--- config.mk ---
export PLATFORM = sky130hd
export DESIGN_NAME = dift_trap_log
export DESIGN_NICKNAME = d
export VERILOG_FILES = /design/src/rtl/riscv_defines.sv /design/src/rtl/dift_trap_log_fifo.sv /design/src/rtl/dift_trap_log.sv
export SDC_FILE = /design/constraint.sdc
export NUM_CORES = 1
export LEC_CHECK = 0
export CORE_MARGIN = 5
export CORE_UTILIZATION = 56
export CTS_CLUSTER_DIAMETER = 40
export DETAILED_ROUTE_END_ITERATION = 7
export GPL_TIMING_DRIVEN = 0
export PLACE_DENSITY = 0.81
export SYNTH_ARGS = -nofsm -noshare
export SYNTH_HDL_FRONTEND = slang
export SYNTH_HIERARCHICAL = 1
export SYNTH_SLANG_ARGS = --single-unit
export TNS_END_PERCENT = 5
--- constraint.sdc ---
create_clock -name clk -period 5.3 [get_ports clk]
set_input_delay 1.06 -clock clk [delete_from_list [all_inputs] [get_ports clk]]
set_output_delay 1.06 -clock clk [all_outputs]
set_load 0.02 [all_outputs]
--- src/rtl/riscv_defines.sv ---
// Shared DIFT definitions: trap classes and the trap-log record layout.
// DIFT_TRAP_LOG_TS_EN adds a 32-bit timestamp field to each log record.
package riscv_defines;

  typedef logic [2:0] dift_trap_t;

  localparam dift_trap_t DIFT_TRAP_TYPE_EXEC = 3'd0;
  localparam dift_trap_t DIFT_TRAP_TYPE_STOR = 3'd1;
  localparam dift_trap_t DIFT_TRAP_TYPE_LOAD = 3'd2;
  localparam dift_trap_t DIFT_TRAP_TYPE_JALR = 3'd3;
  localparam dift_trap_t DIFT_TRAP_TYPE_BRAN = 3'd4;

  localparam int unsigned DIFT_TRAP_NUM_TYPES = 5;

  typedef struct packed {
    dift_trap_t  trap_type;
    logic [31:0] pc;
`ifdef DIFT_TRAP_LOG_TS_EN
    logic [31:0] ts;
`endif
  } dift_trap_log_entry_t;

  localparam int unsigned DIFT_TRAP_LOG_ENTRY_W = $bits(dift_trap_log_entry_t);

endpackage

--- src/rtl/dift_trap_log_fifo.sv ---
// Trap-log record storage: DEPTH entries, extra-MSB pointers, pop-before-push.
module dift_trap_log_fifo
  import riscv_defines::*;
#(
  parameter int unsigned DEPTH = 4
) (
  input  logic                             clk,
  input  logic                             rst,
  input  logic                             push,
  input  logic                             pop,
  input  logic [DIFT_TRAP_LOG_ENTRY_W-1:0] wdata,
  output logic [DIFT_TRAP_LOG_ENTRY_W-1:0] head,
  output logic                             full,
  output logic                             empty,
  output logic                             empty_next
);

  localparam int unsigned AW = $clog2(DEPTH);

  logic [DIFT_TRAP_LOG_ENTRY_W-1:0] mem [DEPTH];
  logic [AW:0] wptr, rptr, wptr_next, rptr_next;
  logic        pop_ok, push_ok;

  assign empty = (wptr == rptr);
  assign full  = (wptr[AW] != rptr[AW]) && (wptr[AW-1:0] == rptr[AW-1:0]);

  // A same-cycle pop frees a slot, so a push into a full FIFO is still accepted.
  assign pop_ok  = pop & ~empty;
  assign push_ok = push & (~full | pop_ok);

  assign wptr_next  = wptr + {{AW{1'b0}}, push_ok};
  assign rptr_next  = rptr + {{AW{1'b0}}, pop_ok};
  assign empty_next = (wptr_next == rptr_next);

  always_ff @(posedge clk) begin
    if (rst) begin
      wptr <= '0;
      rptr <= '0;
    end else begin
      wptr <= wptr_next;
      rptr <= rptr_next;
    end
  end

  always_ff @(posedge clk) begin
    if (push_ok) mem[wptr[AW-1:0]] <= wdata;
  end

  assign head = empty ? '0 : mem[rptr[AW-1:0]];

endmodule

--- src/rtl/dift_trap_log.sv ---
// DIFT trap event log: record FIFO, saturating per-type counters, overflow, irq.
// DIFT_TRAP_LOG_TS_EN enables per-record cycle timestamps on log_ts_o.
module dift_trap_log
  import riscv_defines::*;
#(
  parameter int unsigned DEPTH = 4,
  parameter int unsigned CNT_W = 16
) (
  input  logic             clk,
  input  logic             rst,
  input  logic             trap_i,
  input  logic [2:0]       trap_type_i,
  input  logic [31:0]      trap_pc_i,
  output logic             log_valid_o,
  input  logic             log_ready_i,
  output logic [2:0]       log_type_o,
  output logic [31:0]      log_pc_o,
  output logic [31:0]      log_ts_o,
  output logic             log_overflow_o,
  input  logic             irq_en_i,
  output logic             irq_o,
  input  logic             clear_i,
  input  logic [2:0]       cnt_sel_i,
  output logic [CNT_W-1:0] cnt_o
);

  dift_trap_log_entry_t wr_entry, head_entry;
  logic [DIFT_TRAP_LOG_ENTRY_W-1:0] head_bits;
  logic                 full, empty, empty_next, drop;
  logic [CNT_W-1:0]     cnt [DIFT_TRAP_NUM_TYPES];
  logic                 overflow, irq;

`ifdef DIFT_TRAP_LOG_TS_EN
  logic [31:0] ts_cnt;

  always_ff @(posedge clk) begin
    if (rst) ts_cnt <= '0;
    else     ts_cnt <= ts_cnt + 32'd1;
  end
`endif

  always_comb begin
    wr_entry           = '0;
    wr_entry.trap_type = trap_type_i;
    wr_entry.pc        = trap_pc_i;
`ifdef DIFT_TRAP_LOG_TS_EN
    wr_entry.ts        = ts_cnt;
`endif
  end

  dift_trap_log_fifo #(
    .DEPTH(DEPTH)
  ) u_fifo (
    .clk       (clk),
    .rst       (rst),
    .push      (trap_i),
    .pop       (log_ready_i),
    .wdata     (wr_entry),
    .head      (head_bits),
    .full      (full),
    .empty     (empty),
    .empty_next(empty_next)
  );

  assign head_entry  = dift_trap_log_entry_t'(head_bits);
  assign log_valid_o = ~empty;
  assign log_type_o  = head_entry.trap_type;
  assign log_pc_o    = head_entry.pc;
`ifdef DIFT_TRAP_LOG_TS_EN
  assign log_ts_o    = head_entry.ts;
`else
  assign log_ts_o    = '0;
`endif

  // Full implies non-empty, so any ready pop makes room for the push.
  assign drop = trap_i & full & ~log_ready_i;

  always_ff @(posedge clk) begin
    if (rst)          overflow <= 1'b0;
    else if (clear_i) overflow <= drop;
    else if (drop)    overflow <= 1'b1;
  end

  // Clear is applied before the increment, so a coincident trap leaves 1.
  always_ff @(posedge clk) begin
    if (rst) begin
      for (int unsigned i = 0; i < DIFT_TRAP_NUM_TYPES; i++) cnt[i] <= '0;
    end else begin
      for (int unsigned i = 0; i < DIFT_TRAP_NUM_TYPES; i++) begin
        if (trap_i && (trap_type_i == 3'(i))) begin
          if (clear_i)            cnt[i] <= CNT_W'(1);
          else if (cnt[i] != '1)  cnt[i] <= cnt[i] + CNT_W'(1);
        end else if (clear_i) begin
          cnt[i] <= '0;
        end
      end
    end
  end

  always_comb begin
    cnt_o = '0;
    for (int unsigned i = 0; i < DIFT_TRAP_NUM_TYPES; i++) begin
      if (cnt_sel_i == 3'(i)) cnt_o = cnt[i];
    end
  end

  always_ff @(posedge clk) begin
    if (rst) irq <= 1'b0;
    else     irq <= irq_en_i & ~empty_next;
  end

  assign log_overflow_o = overflow;
  assign irq_o          = irq;

endmodule

==> impl_metrics.ini <==
[power]
p_comb_frac = 0.187
p_int_mw = 3.85
netSwitchingFraction = 0.264
p_seq_frac = 0.408
power_switching_mw = 1.38
peakVddDrop_v = 0.000424
leakagePower_nw = 4.73
clkPwrFrac = 0.405
power_mw = 5.24
p_per_area_nw_per_um2 = 384

[sta]
maxSlewViolCount = 0
setup_viol = 0
worstMarginPinSlew_ns = 0.776
finalHoldViolCount = 0
clock.fmax_ghz = 0.239
max-slew-margin-rel = 0.480
rsz0062_at_grt = no
fin_crit_sh = 0.790
fin_tns_setup_ns = 0
timing.hold.ws_ns = 0.481
period_minus_slack_ns = 4.19
fin_ws_ns = 1.11
fin_skew_ns = 0.0188

[flow_run]
drv_cap = 0

[min_path]
hold_class = flip-flop to flip-flop

[detailed_routing]
routedWlPerCell_um = 19.7
firstDrtPassIters = 5
finalWirelength_um = 24400
drt_iter0_markers = 507
drc = 0
vias = 6920
via_per_inst = 5.60
ant_nets = 0

[worst_setup_path]
cp-start-kind = input port
arrival_ns = 3.13
required_ns = 4.24
slowest_stage = clkdlybuf4s50_1
max_stage_delay_ns = 0.70
end_kind = output port
path_cells = clkbuf_1 -> nor2b_1 -> buf_2 -> nor2b_1 -> clkbuf_1 -> nand2_1 -> o21ai_0 -> clkdlybuf4s50_1
crit_type = input port to output port
cp_max_fo = 10

[final_layout]
final_common_cell = edfxtp_1
n_antenna_cell = 0
seqCellArea_um2 = 6770
layout-drive-gt1-share = 0.200
finish.utilization = 0.703
area_delta_synth_final_pct = 23.9
nets = 1000
final_cell_mix = edfxtp_1, clkdlybuf4s50_1, nor2_1
multiInputGateArea_um2 = 3890
fillCellCount = 1285

[die]
dieArea_um2 = 22600
start_util = 0.567
num_rows = 51
die_y_um = 150
core_area_um2 = 19400
ioPinCount = 130
fp.dieW_um = 150

[clock_tree]
cts_tree = done
ctsHoldBuffers = 0
clkLatencyLatePin_ns = 0.54
cts_buffer_depth = 3
ctsRootBufferMaster = clkbuf_16
tritoncts.num_buffers = 31
cts_resized = 0
clk_pin_slew_ns = 0.06
post_cts_buffers = 0
cts_sinks = 228
cts_max_level = 1

[synth]
netlist.area_leader.share = 0.600
postSynthCellCount = 778
synth_flop_cell = edfxtp_1
synth-edff-count = 220
syn-cell-area_um2 = 11000
yosys_warnings = 6
synth-seq-cells = 228
syn_area_per_cell_um2 = 14.1
synthTopCellsByArea = edfxtp_1, mux4_2, xor2_1
synth_cell_type_count = 56
ys_seq_area_frac = 0.615
synthArstFlopShare = 0
synth_largest_area_cell = edfxtp_1

[place]
portBuffers = 94
dp_hpwl_um = 16700
gp_congestion = 0.916
place_ws_ns = 1.16

[grt]
antenna_found_initial = 1
grt_pass1_wl_um = 37500
grt_max_degree = 25
grt_overflow_total = 0
grt_pass1_vias = 6713
grtUsageTotal = 0.215

[status]
outcome = finished clean
==> cells by family after synthesis <==
kind of cell | synth area share
adders and majority gates | 0.0102
other | 0.000341
and+or+nand+nor | 0.134
muxes | 0.0956
buffers and inverters | 0.0443
DFF | 0.615
AOI/OAI and AO/OA | 0.0409
xor gates and xnor gates | 0.0596
==> synth_stat cells, types with 2 or more instances <==
| cell type | number |
|---|---|
| a211oi_1 | 4 |
| a21oi_1 | 19 |
| a22oi_1 | 8 |
| a31oi_1 | 3 |
| a41o_1 | 3 |
| a41oi_2 | 2 |
| and2_1 | 9 |
| and3_1 | 12 |
| and4_1 | 7 |
| buf_2 | 12 |
| buf_4 | 36 |
| buf_6 | 5 |
| clkbuf_1 | 7 |
| dfxtp_1 | 8 |
| edfxtp_1 | 220 |
| ha_1 | 9 |
| inv_1 | 19 |
| mux2i_1 | 8 |
| mux4_2 | 42 |
| nand2_1 | 44 |
| nand2b_1 | 2 |
| nand3_1 | 19 |
| nand3_2 | 2 |
| nand4_1 | 16 |
| nor2_1 | 82 |
| nor2b_1 | 38 |
| nor2b_2 | 9 |
| nor3_1 | 5 |
| nor3b_1 | 3 |
| o21ai_0 | 16 |
| o21ai_1 | 2 |
| o22ai_1 | 8 |
| or2_2 | 2 |
| or3_1 | 8 |
| xnor2_1 | 23 |
| xor2_1 | 45 |
| xor2_2 | 2 |
==> registers in the layout, summed over array words and instances (netlist names) <==
signal / count
irq_o: 1
u_fifo/mem: 140
log_overflow_o: 1
cnt: 80
u_fifo/wptr: 3
u_fifo/rptr: 3
==> per-layer routing <==
metal | global-route usage | part of all wire | up-vias
met2 | 0.358 | 0.50 | 265
met1 | 0.303 | 0.40 | 3425
met3 | 0.0340 | 0.077 | 32
met5 | 0 | 0.00053 | -
met4 | 0.0485 | 0.017 | 2
li1 | - | - | 3196
==> critical path, delay by kind of cell <==
family | cells | cell delay, ns
AO/OA/AOI/OAI | 1 | 0.19
buffers and inverters | 4 | 1.45
AND/OR/NAND/NOR | 3 | 0.43
==> through the flow <==
stage / instances / instance area (um2)
2_1_floorplan: 809 / 11100
3_3_place_gp: 1168 / 12400
3_5_place_dp: 1179 / 12600
4_1_cts: 1235 / 13600
5_1_grt: 1235 / 13600
6_report: 1235 / 13600
==> layout make-up <==
cell class	instances	share of cell area
sequential	228	0.496
multi-input combinational	501	0.285
timing repair buffer	105	0.0796
clock buffer	33	0.0575
buffer	61	0.0306
tap	265	0.0243
clock inverter	23	0.0214
inverter	19	0.00523
==> worst paths after layout <==
check	startpoint	end	slack [ns]	depth (start not counted)
min reg2reg	log_overflow_o$_SDFFE_PP0P_	log_overflow_o$_SDFFE_PP0P_	0.48	2
max	cnt_sel_i[1]	cnt_o[13]	1.11	8
min	log_overflow_o$_SDFFE_PP0P_	log_overflow_o$_SDFFE_PP0P_	0.48	2
max reg2reg	cnt[2][1]$_SDFFCE_PP0P_	cnt[2][7]$_SDFFCE_PP0P_	2.64	6
==> power groups by stage <==
| stage | clock network, mW | logic [mW] | registers, mW |
|---|---|---|---|
| 3_5_place_dp | 0 | 0.982 | 2.17 |
| 5_1_grt | 2.24 | 1.05 | 2.14 |
| 6_report | 2.12 | 0.980 | 2.13 |
| 4_1_cts | 2.15 | 0.992 | 2.13 |
| 2_1_floorplan | 0 | 0.611 | 2.15 |
| 3_3_place_gp | 0 | 0.953 | 2.17 |
No activity file was read; power rests on OpenSTA's default activity.
